### src/rtl/multicycle_controller_if.sv
// Control bundle between the multicycle controller and the shared datapath.
// The controller takes the master side and the datapath the slave side.
interface multicycle_controller_if #(
    parameter int CNT_WIDTH = 32
);
    // Instruction fields and ALU status from the datapath
    logic [6:0]           op;
    logic [2:0]           funct3;
    logic                 funct7_bit5;
    logic                 Zero;

    // Datapath selects and enables
    logic                 PCWrite;
    logic                 AdrSrc;
    logic                 MemWrite;
    logic                 IRWrite;
    logic [1:0]           ResultSrc;
    logic [1:0]           ALUSrcA;
    logic [1:0]           ALUSrcB;
    logic [2:0]           ALUControl;
    logic [1:0]           ImmSrc;
    logic                 RegWrite;

    // Debug visibility
    logic                 illegal;
    logic [3:0]           state;
    logic [CNT_WIDTH-1:0] instr_count;

    modport master (
        input  op, funct3, funct7_bit5, Zero,
        output PCWrite, AdrSrc, MemWrite, IRWrite, ResultSrc, ALUSrcA, ALUSrcB,
               ALUControl, ImmSrc, RegWrite, illegal, state, instr_count
    );

    modport slave (
        output op, funct3, funct7_bit5, Zero,
        input  PCWrite, AdrSrc, MemWrite, IRWrite, ResultSrc, ALUSrcA, ALUSrcB,
               ALUControl, ImmSrc, RegWrite, illegal, state, instr_count
    );
endinterface

### src/rtl/multicycle_controller.sv
// Control FSM for the multicycle RV32I-subset core: sequences fetch, decode,
// execute, memory and writeback over one ALU and one memory port.
module multicycle_controller #(
    parameter bit TRAP_ON_ILLEGAL = 1'b1,
    parameter int CNT_WIDTH       = 32
) (
    input  logic                   clk,
    input  logic                   rst,
    multicycle_controller_if.master bus
);

    typedef enum logic [3:0] {
        S_FETCH    = 4'd0,
        S_DECODE   = 4'd1,
        S_MEMADR   = 4'd2,
        S_MEMREAD  = 4'd3,
        S_MEMWB    = 4'd4,
        S_MEMWRITE = 4'd5,
        S_EXECR    = 4'd6,
        S_EXECI    = 4'd7,
        S_ALUWB    = 4'd8,
        S_BEQ      = 4'd9,
        S_JAL      = 4'd10,
        S_TRAP     = 4'd15
    } state_t;

    localparam logic [6:0] OP_LW  = 7'd3;
    localparam logic [6:0] OP_SW  = 7'd35;
    localparam logic [6:0] OP_R   = 7'd51;
    localparam logic [6:0] OP_I   = 7'd19;
    localparam logic [6:0] OP_BEQ = 7'd99;
    localparam logic [6:0] OP_JAL = 7'd111;

    localparam logic [2:0] ALU_ADD = 3'b000;
    localparam logic [2:0] ALU_SUB = 3'b001;
    localparam logic [2:0] ALU_AND = 3'b010;
    localparam logic [2:0] ALU_OR  = 3'b011;
    localparam logic [2:0] ALU_SLT = 3'b101;

    state_t               state_q;
    state_t               state_d;
    logic [CNT_WIDTH-1:0] count_q;
    logic                 retire;

    logic       pc_update;
    logic       branch;
    logic       adr_src;
    logic       mem_write;
    logic       ir_write;
    logic       reg_write;
    logic [1:0] result_src;
    logic [1:0] alu_src_a;
    logic [1:0] alu_src_b;
    logic [1:0] alu_op;
    logic [2:0] alu_control;
    logic [1:0] imm_src;

    always_ff @(posedge clk) begin
        if (rst) begin
            state_q <= S_FETCH;
        end else begin
            state_q <= state_d;
        end
    end

    always_comb begin
        state_d = state_q;
        case (state_q)
            S_FETCH:  state_d = S_DECODE;
            S_DECODE: begin
                case (bus.op)
                    OP_LW, OP_SW: state_d = S_MEMADR;
                    OP_R:         state_d = S_EXECR;
                    OP_I:         state_d = S_EXECI;
                    OP_BEQ:       state_d = S_BEQ;
                    OP_JAL:       state_d = S_JAL;
                    default:      state_d = TRAP_ON_ILLEGAL ? S_TRAP : S_FETCH;
                endcase
            end
            S_MEMADR:  state_d = (bus.op == OP_LW) ? S_MEMREAD : S_MEMWRITE;
            S_MEMREAD: state_d = S_MEMWB;
            S_EXECR, S_EXECI, S_JAL: state_d = S_ALUWB;
            S_MEMWB, S_MEMWRITE, S_ALUWB, S_BEQ: state_d = S_FETCH;
            S_TRAP:    state_d = S_TRAP;
            default:   state_d = S_FETCH;
        endcase
    end

    always_comb begin
        pc_update  = 1'b0;
        branch     = 1'b0;
        adr_src    = 1'b0;
        mem_write  = 1'b0;
        ir_write   = 1'b0;
        reg_write  = 1'b0;
        result_src = 2'b00;
        alu_src_a  = 2'b00;
        alu_src_b  = 2'b00;
        alu_op     = 2'b00;
        case (state_q)
            S_FETCH: begin
                ir_write   = 1'b1;
                alu_src_b  = 2'b10;
                result_src = 2'b10;
                pc_update  = 1'b1;
            end
            S_DECODE: begin
                alu_src_a = 2'b01;
                alu_src_b = 2'b01;
            end
            S_MEMADR: begin
                alu_src_a = 2'b10;
                alu_src_b = 2'b01;
            end
            S_MEMREAD: begin
                adr_src = 1'b1;
            end
            S_MEMWB: begin
                result_src = 2'b01;
                reg_write  = 1'b1;
            end
            S_MEMWRITE: begin
                adr_src   = 1'b1;
                mem_write = 1'b1;
            end
            S_EXECR: begin
                alu_src_a = 2'b10;
                alu_op    = 2'b10;
            end
            S_EXECI: begin
                alu_src_a = 2'b10;
                alu_src_b = 2'b01;
                alu_op    = 2'b10;
            end
            S_ALUWB: begin
                reg_write = 1'b1;
            end
            S_BEQ: begin
                alu_src_a = 2'b10;
                alu_op    = 2'b01;
                branch    = 1'b1;
            end
            S_JAL: begin
                alu_src_a = 2'b01;
                alu_src_b = 2'b10;
                pc_update = 1'b1;
            end
            default: ;
        endcase
    end

    // Subtract only for R-type with funct7 bit 5; I-type addi never subtracts
    always_comb begin
        alu_control = ALU_ADD;
        case (alu_op)
            2'b01: alu_control = ALU_SUB;
            2'b10: begin
                case (bus.funct3)
                    3'b000:  alu_control = (bus.op[5] & bus.funct7_bit5) ? ALU_SUB : ALU_ADD;
                    3'b010:  alu_control = ALU_SLT;
                    3'b110:  alu_control = ALU_OR;
                    3'b111:  alu_control = ALU_AND;
                    default: alu_control = ALU_ADD;
                endcase
            end
            default: alu_control = ALU_ADD;
        endcase
    end

    always_comb begin
        imm_src = 2'b00;
        case (bus.op)
            OP_SW:   imm_src = 2'b01;
            OP_BEQ:  imm_src = 2'b10;
            OP_JAL:  imm_src = 2'b11;
            default: imm_src = 2'b00;
        endcase
    end

    // Every one of these states returns to FETCH, so leaving them retires an instruction
    assign retire = (state_q == S_MEMWB) || (state_q == S_MEMWRITE) ||
                    (state_q == S_ALUWB) || (state_q == S_BEQ);

    always_ff @(posedge clk) begin
        if (rst) begin
            count_q <= '0;
        end else if (retire) begin
            count_q <= count_q + CNT_WIDTH'(1);
        end
    end

    assign bus.PCWrite     = ~rst & (pc_update | (branch & bus.Zero));
    assign bus.IRWrite     = ~rst & ir_write;
    assign bus.MemWrite    = ~rst & mem_write;
    assign bus.RegWrite    = ~rst & reg_write;
    assign bus.illegal     = ~rst & (state_q == S_TRAP);
    assign bus.AdrSrc      = adr_src;
    assign bus.ResultSrc   = result_src;
    assign bus.ALUSrcA     = alu_src_a;
    assign bus.ALUSrcB     = alu_src_b;
    assign bus.ALUControl  = alu_control;
    assign bus.ImmSrc      = imm_src;
    assign bus.state       = state_q;
    assign bus.instr_count = count_q;

endmodule

### src/flat_wrapper.sv
// flat-port wrapper written by rule: the top's interface ports become plain ports
module multicycle_controller_flat 
#(
    parameter bit TRAP_ON_ILLEGAL = 1'b1,
    parameter int CNT_WIDTH       = 32
)
  (clk, rst, bus_op, bus_funct3, bus_funct7_bit5, bus_Zero, bus_PCWrite, bus_AdrSrc, bus_MemWrite, bus_IRWrite, bus_ResultSrc, bus_ALUSrcA, bus_ALUSrcB, bus_ALUControl, bus_ImmSrc, bus_RegWrite, bus_illegal, bus_state, bus_instr_count);
  multicycle_controller_if #(.CNT_WIDTH(CNT_WIDTH)) bus_i ();
  input  logic clk;
  input  logic rst;
  input wire logic [$bits(bus_i.op)-1:0] bus_op;
  input wire logic [$bits(bus_i.funct3)-1:0] bus_funct3;
  input wire logic [$bits(bus_i.funct7_bit5)-1:0] bus_funct7_bit5;
  input wire logic [$bits(bus_i.Zero)-1:0] bus_Zero;
  output wire logic [$bits(bus_i.PCWrite)-1:0] bus_PCWrite;
  output wire logic [$bits(bus_i.AdrSrc)-1:0] bus_AdrSrc;
  output wire logic [$bits(bus_i.MemWrite)-1:0] bus_MemWrite;
  output wire logic [$bits(bus_i.IRWrite)-1:0] bus_IRWrite;
  output wire logic [$bits(bus_i.ResultSrc)-1:0] bus_ResultSrc;
  output wire logic [$bits(bus_i.ALUSrcA)-1:0] bus_ALUSrcA;
  output wire logic [$bits(bus_i.ALUSrcB)-1:0] bus_ALUSrcB;
  output wire logic [$bits(bus_i.ALUControl)-1:0] bus_ALUControl;
  output wire logic [$bits(bus_i.ImmSrc)-1:0] bus_ImmSrc;
  output wire logic [$bits(bus_i.RegWrite)-1:0] bus_RegWrite;
  output wire logic [$bits(bus_i.illegal)-1:0] bus_illegal;
  output wire logic [$bits(bus_i.state)-1:0] bus_state;
  output wire logic [$bits(bus_i.instr_count)-1:0] bus_instr_count;
  assign bus_i.op = bus_op;
  assign bus_i.funct3 = bus_funct3;
  assign bus_i.funct7_bit5 = bus_funct7_bit5;
  assign bus_i.Zero = bus_Zero;
  assign bus_PCWrite = bus_i.PCWrite;
  assign bus_AdrSrc = bus_i.AdrSrc;
  assign bus_MemWrite = bus_i.MemWrite;
  assign bus_IRWrite = bus_i.IRWrite;
  assign bus_ResultSrc = bus_i.ResultSrc;
  assign bus_ALUSrcA = bus_i.ALUSrcA;
  assign bus_ALUSrcB = bus_i.ALUSrcB;
  assign bus_ALUControl = bus_i.ALUControl;
  assign bus_ImmSrc = bus_i.ImmSrc;
  assign bus_RegWrite = bus_i.RegWrite;
  assign bus_illegal = bus_i.illegal;
  assign bus_state = bus_i.state;
  assign bus_instr_count = bus_i.instr_count;
  multicycle_controller #(.TRAP_ON_ILLEGAL(TRAP_ON_ILLEGAL), .CNT_WIDTH(CNT_WIDTH)) u_core (.clk(clk), .rst(rst), .bus(bus_i));
endmodule
### config.mk
export PLATFORM = sky130hd
export DESIGN_NAME = multicycle_controller_flat
export DESIGN_NICKNAME = d
export VERILOG_FILES = /design/src/rtl/multicycle_controller_if.sv /design/src/rtl/multicycle_controller.sv /design/src/flat_wrapper.sv
export SDC_FILE = /design/constraint.sdc
export NUM_CORES = 1
export LEC_CHECK = 0
export CORE_MARGIN = 10
export CORE_UTILIZATION = 26
export CTS_BUF_LIST = sky130_fd_sc_hd__clkbuf_8
export CTS_CLUSTER_SIZE = 10
export DETAILED_ROUTE_END_ITERATION = 16
export PLACE_DENSITY = 0.51
export SLEW_MARGIN = 20
export SYNTH_ARGS = -nofsm -noshare
export SYNTH_HDL_FRONTEND = slang
export SYNTH_SLANG_ARGS = --single-unit
### constraint.sdc
create_clock -name clk -period 4 [get_ports clk]
set_input_delay 0.6 -clock clk [delete_from_list [all_inputs] [get_ports clk]]
set_output_delay 0.6 -clock clk [all_outputs]
set_load 0.02 [all_outputs]
==> results.py, run 1 <==
metrics = {
    "sta": {
        "maxSlewViolCount": 0,
        "fin_crit_ns": 3.18,
        "skew_ns": 0.00193,
        "timing.final.crit_share_pct": 79.5,
        "tightest_slew_ns": 0.928,
        "setup_tns_ns": 0,
        "setup_viol": 0,
        "slew_headroom_pct": 38.2,
        "timing_hold_violations_final": 0,
        "timing.fmax_ghz": 0.315,
        "rsz0062_at_grt": "false",
    },
    "global_route": {
        "grt_overflow": 0,
        "grt_pass1_wl_mm": 10.5,
        "grt_max_degree": 51,
        "antenna_found_initial": 0,
        "grt_pass1_vias": 2063,
        "track_usage_pct": 9.85,
    },
    "power_and_ir_drop": {
        "clkPwrFrac_pct": 17.6,
        "p_per_area_mw_per_mm2": 447,
        "p_int_uw": 778,
        "cellLeakagePower_uw": 0.000940,
        "p_seq_share_pct": 34.8,
        "p_sw_share_pct": 41.0,
        "p_switching_uw": 540,
        "combPwrFrac_pct": 47.6,
        "ir_worst_vdd_mv": 0.352,
    },
    "yosys": {
        "synth.yosys.seq_area_share_pct": 33.5,
        "synth_top_cell_area_share_pct": 33.5,
        "synth-edff-count": 0,
        "synthArstFlopShare_pct": 0,
        "ys_types": 40,
        "syn-num-nets": 299,
        "avgSynthCellArea_um2": 7.63,
        "synth_area_leaders": "dfxtp_1 (33%), nor2_1 (5.8%), mux2_2 (5.8%), xnor2_1 (5.3%), a21oi_1 (4.4%)",
        "synth.largest_area_cell": "dfxtp_1",
        "synth_cells": 282,
        "yosysWarningCount": 0,
        "synth_flop_cell": "dfxtp_1",
        "netlist_area_mm2": 0.00215,
        "synth-seq-cells": 36,
    },
    "die": {
        "start_util_pct": 26.5,
        "num_rows": 33,
        "core_mm2": 0.00813,
        "io_pins": 67,
        "die_h_um": 111,
        "die_area_mm2": 0.0123,
        "die_w_um": 111,
    },
    "clock_network": {
        "cts_setup_buffers": 0,
        "cts_tree": "built",
        "cts_resized": 0,
        "clock_path_buffers": 2,
        "htreeDepth": 2,
        "cts_buffers": 5,
        "clock_latency_ns": 0.27,
        "postCtsHoldBufs": 0,
        "path_clk_slew_ns": 0.07,
        "cts.sinks": 36,
        "root_buffer": "clkbuf_8",
    },
    "route": {
        "post-route-drc-count": 0,
        "routedWlPerCell_um": 14.2,
        "firstDrtPassIters": 4,
        "ant_nets": 0,
        "wl_met1_mm": 2.85,
        "highest_layer": "met4",
        "vias_per_cell": 4.90,
        "drtIter0Drc": 98,
        "via_count": 2159,
        "wl_met3_um": 232,
        "drt-total-wl_mm": 6.28,
        "wl_met2_mm": 3.16,
    },
    "setup_path": {
        "worstPathRequired_ns": 3.40,
        "cp_max_fo": 17,
        "path_class": "register to output pin",
        "critical_path.n_buffers_inverters": 1,
        "cp_cell_sequence": "nand2b_1, nor2_1, ha_1, nor4_1, clkdlybuf4s50_1",
        "worstPathArrival_ns": 2.58,
        "critPathSlowestCell": "clkdlybuf4s50_1",
        "path_delay_family": "simple AND/OR/NAND/NOR gates",
        "critical_path.max_stage_delay_ns": 0.66,
        "endpoint_kind": "output pin",
        "timing.critical_path.from_type": "register",
    },
    "final_layout": {
        "drive_above_1_share_pct": 6.55,
        "final_cells": 441,
        "stdcell_area_mm2": 0.00295,
        "areaGrowthSynthToFinish_pct": 37.0,
        "diodes": 0,
        "mostFrequentLayoutCell": "clkdlybuf4s50_1",
        "mostFrequentLayoutCells": "clkdlybuf4s50_1 (65), dfxtp_1 (36), nor2_1 (33)",
        "fin_nets": 355,
    },
    "place": {
        "dpl_cell_area_mm2": 0.00288,
        "dpl.hpwl_mm": 4.69,
        "place_congestion": 0.789,
        "port_buffers": 66,
        "dp.cells": 436,
    },
    "worst_hold_path": {
        "hold_class": "register to register",
    },
    "run_status": {
        "outcome": "finished, final reports clean",
    },
    "run": {
        "cap_viol_max_count": 0,
    },
}
worst reg2reg max path: stages (launching register included):
cell	delay (ns)
dfxtp_1	0.63
xnor2_1	0.22
buf_4	0.23
or4_1	0.70
nor4_1	0.28
mux2_2	0.37
sequential cells by signal, indices dropped and copies added, names as in the netlist:
register and count:
u_core.bus.instr_count 32, u_core.bus.state 4
final cells by class:
cell class                 count  area (um^2)
fill                         856         5180
multi-input combinational    218         1320
sequential                    36          721
timing repair buffer          68          671
tap                          105          131
clock buffer                   5         68.8
inverter                       9         33.8
cells in the mapped netlist, types with 2 or more instances:
library cell / count
ha_1: 3
nand2b_1: 4
inv_1: 9
nand3_1: 10
mux2_2: 11
a31oi_1: 2
and4_1: 3
nor2_1: 33
o21bai_1: 2
nor3_1: 16
nor2b_1: 13
clkbuf_1: 14
or4_1: 6
dfxtp_1: 36
o21ai_0: 13
nand4_1: 10
or3_1: 9
nor4_1: 11
buf_1: 3
o31ai_1: 4
xnor2_1: 13
a21oi_1: 19
nor3b_1: 2
nand2_1: 20
power by group through the flow:
stage          logic [uW]  clock network [uW]  registers [uW]
2_1_floorplan         382                   0             444
3_3_place_gp          641                   0             467
3_5_place_dp          633                   0             466
4_1_cts               636                 240             459
5_1_grt               679                 265             468
6_report              628                 232             458
through the flow:
step / worst slack, ns / hold WS (ns) / util [%] / power, uW
after floorplan: 1.35 / 0.551 / - / 827
after global placement: 1.06 / 0.477 / 35.4 / 1110
after detailed placement: 1.04 / 0.487 / 35.4 / 1100
final: 0.821 / 0.499 / 36.3 / 1320
after global routing: 0.596 / 0.541 / 36.3 / 1410
after CTS: 0.783 / 0.500 / 36.3 / 1340
final timing paths:
| path | endpoint | start | depth (start not counted) | slack [ns] |
|---|---|---|---|---|
| worst max-delay path | bus_ALUControl[2] | u_core.bus.state[0]$_SDFF_PP0_ | 5 | 0.82 |
| worst min-delay path | u_core.bus.instr_count[31]$_SDFFE_PP0P_ | u_core.bus.instr_count[31]$_SDFFE_PP0P_ | 2 | 0.50 |
| worst max register to register | u_core.bus.instr_count[20]$_SDFFE_PP0P_ | u_core.bus.state[2]$_SDFF_PP0_ | 5 | 1.48 |
| worst min register to register | u_core.bus.instr_count[31]$_SDFFE_PP0P_ | u_core.bus.instr_count[31]$_SDFFE_PP0P_ | 2 | 0.50 |
routing by layer:
layer	GRT usage (%)	vias to the layer above
met1	11.7	1017
met4	2.08	0
met2	17.1	30
li1	-	1110
met3	2.81	2
met5	0	-
cell families after synthesis:
group,after synthesis,synth area share [%]
AO/OA/AOI/OAI,46,12.3
XOR/XNOR,14,5.70
adder cells (fa/ha/maj),3,1.74
buffers and inverters,28,5.00
flip-flops,36,33.5
multiplexers,11,5.76
AND/OR/NAND/NOR,144,36.0
No activity file was read; power rests on OpenSTA's default activity.
==> run 2: changes to the inputs <==
- clock period: 4 -> 3.1 ns (I/O delays scaled with it)
==> run 2 against run 1 <==
Net effect:
- cell count grew 1.6%
- total power grew 39%
- sequential power grew 23%
- setup slack lost 0.58 ns
- hold slack lost 0.0062 ns
- die area is the same
- sequential share of layout area shrank 0.53 points
- critical path type unchanged
- clock power grew 75%
- count of clock-buffer cells in the layout is the same
- global-route usage is essentially flat
- first-iteration DRC count shrank 10%
==> results.py, run 2 (synthesis gave the netlist of run 1 again) <==
metrics = {
    "clock_network": {
        "cts_buffers": 5,
        "clock_path_buffers": 2,
        "cts_setup_buffers": 0,
        "cts.sinks": 36,
        "root_buffer": "clkbuf_8",
        "postCtsHoldBufs": 0,
        "htreeDepth": 2,
        "path_clk_slew_ns": 0.08,
        "cts_tree": "built",
        "clock_latency_ns": 0.28,
    },
    "setup_path": {
        "cp_max_fo": 15,
        "reg2reg_depth": 4,
        "worstPathRequired_ns": 2.63,
        "reg2reg_slack_ns": 0.65,
        "path_class": "register to output pin",
        "worstPathArrival_ns": 2.40,
        "r2r_end": "u_core.bus.instr_count[20]$_SDFFE_PP0P_",
        "endpoint_kind": "output pin",
        "r2r-start": "u_core.bus.state[3]$_SDFF_PP0_",
        "timing.critical_path.from_type": "register",
    },
    "place": {
        "place_congestion": 0.771,
        "port_buffers": 66,
        "dpl.hpwl_mm": 4.89,
        "dp.cells": 440,
    },
    "sta": {
        "timing.final.crit_share_pct": 92.3,
        "rsz0062_at_grt": "false",
        "tightest_slew_ns": 0.795,
        "fin_crit_ns": 2.86,
        "maxSlewViolCount": 0,
        "slew_headroom_pct": 46.6,
        "timing_hold_violations_final": 0,
        "setup_viol": 0,
        "skew_ns": 0.00816,
        "setup_tns_ns": 0,
        "timing.fmax_ghz": 0.350,
    },
    "die": {
        "io_pins": 67,
        "num_rows": 33,
        "die_w_um": 111,
        "core_mm2": 0.00813,
        "die_area_mm2": 0.0123,
        "die_h_um": 111,
        "start_util_pct": 26.5,
    },
    "global_route": {
        "grt_max_degree": 31,
        "grt_pass1_vias": 2147,
        "track_usage_pct": 9.90,
        "antenna_found_initial": 0,
        "grt_overflow": 0,
        "grt_pass1_wl_mm": 10.5,
    },
    "route": {
        "firstDrtPassIters": 5,
        "post-route-drc-count": 0,
        "drt-total-wl_mm": 6.39,
        "drtIter0Drc": 88,
        "ant_nets": 0,
        "vias_per_cell": 4.90,
        "routedWlPerCell_um": 14.3,
        "via_count": 2196,
    },
    "final_layout": {
        "mostFrequentLayoutCells": "clkdlybuf4s50_1 (65), dfxtp_1 (35), nor2_1 (33)",
        "fin_nets": 359,
        "areaGrowthSynthToFinish_pct": 40.3,
        "drive_above_1_share_pct": 8.45,
        "diodes": 0,
        "largest_reg_flops": 32,
        "mostFrequentLayoutCell": "clkdlybuf4s50_1",
        "fin_util_pct": 37.1,
        "final_cells": 448,
    },
    "worst_hold_path": {
        "hold_class": "register to register",
        "hold_path_startpoint": "u_core.bus.instr_count[31]$_SDFFE_PP0P_",
        "hold_depth": 2,
        "holdPathEnd": "u_core.bus.instr_count[31]$_SDFFE_PP0P_",
    },
    "power_and_ir_drop": {
        "cellLeakagePower_uw": 0.000983,
        "p_total_uw": 1830,
        "p_per_area_mw_per_mm2": 605,
        "ir_worst_vdd_mv": 0.431,
    },
    "run_status": {
        "outcome": "finished, final reports clean",
    },
    "run": {
        "cap_viol_max_count": 0,
    },
}
## run 2: layout make-up
type	count	area, um^2
tap	105	131
clock buffer	5	68.8
multi-input combinational	218	1320
inverter	9	33.8
fill	853	5110
clock inverter	3	38.8
sequential	36	722
timing repair buffer	72	701
## run 2: metrics by stage
step                cell area, um^2  setup WS [ns]  hold WS (ns)
detailed placement             2910          0.416         0.482
global route                   3020         0.0247         0.512
finish                         3020          0.239         0.493
CTS                            3020          0.124         0.497
floorplan                      2150          0.584         0.551
global placement               2910          0.427         0.477
## run 2: what timing repair did
action / CTS / global route
setup endpoints to repair: 0 / 1
hold endpoints to repair: 0 / 0
resized for setup: 0 / 1
## run 2: critical path, cell delays in order, from the launching register on
cell and delay (ns):
dfxtp_1 0.61, nand2b_1 0.12, nor2_1 0.19, ha_1 0.28
nor4_1 0.25, clkdlybuf4s50_1 0.66
## run 2: per-layer routing
layer  track usage [%]  part of all wire (%)  up-vias
met5                 0                     0        -
met4              2.08                  0.58        0
met3              2.98                   4.9        2
met2              18.2                    51       35
met1              10.9                    43     1025
li1                  -                     -     1134
## run 2: worst max path at each step
| stage | startpoint | end | slack (ns) |
|---|---|---|---|
| 2_1_floorplan | u_core.bus.state[2]$_SDFF_PP0_ | bus_ALUControl[2] | 0.58 |
| 3_3_place_gp | bus_op[3] | bus_ImmSrc[0] | 0.43 |
| 3_5_place_dp | bus_op[3] | bus_ImmSrc[0] | 0.42 |
| 4_1_cts | u_core.bus.state[2]$_SDFF_PP0_ | bus_ALUControl[2] | 0.12 |
| 5_1_grt | u_core.bus.state[3]$_SDFF_PP0_ | bus_ALUControl[2] | 0.02 |
| 6_report | u_core.bus.state[3]$_SDFF_PP0_ | bus_ALUControl[2] | 0.24 |
## run 2: where the power goes
group          internal (uW)  switching (uW)
Sequential               493            71.2
Clock                    236             171
Combinational            385             472
Total                   1110             715
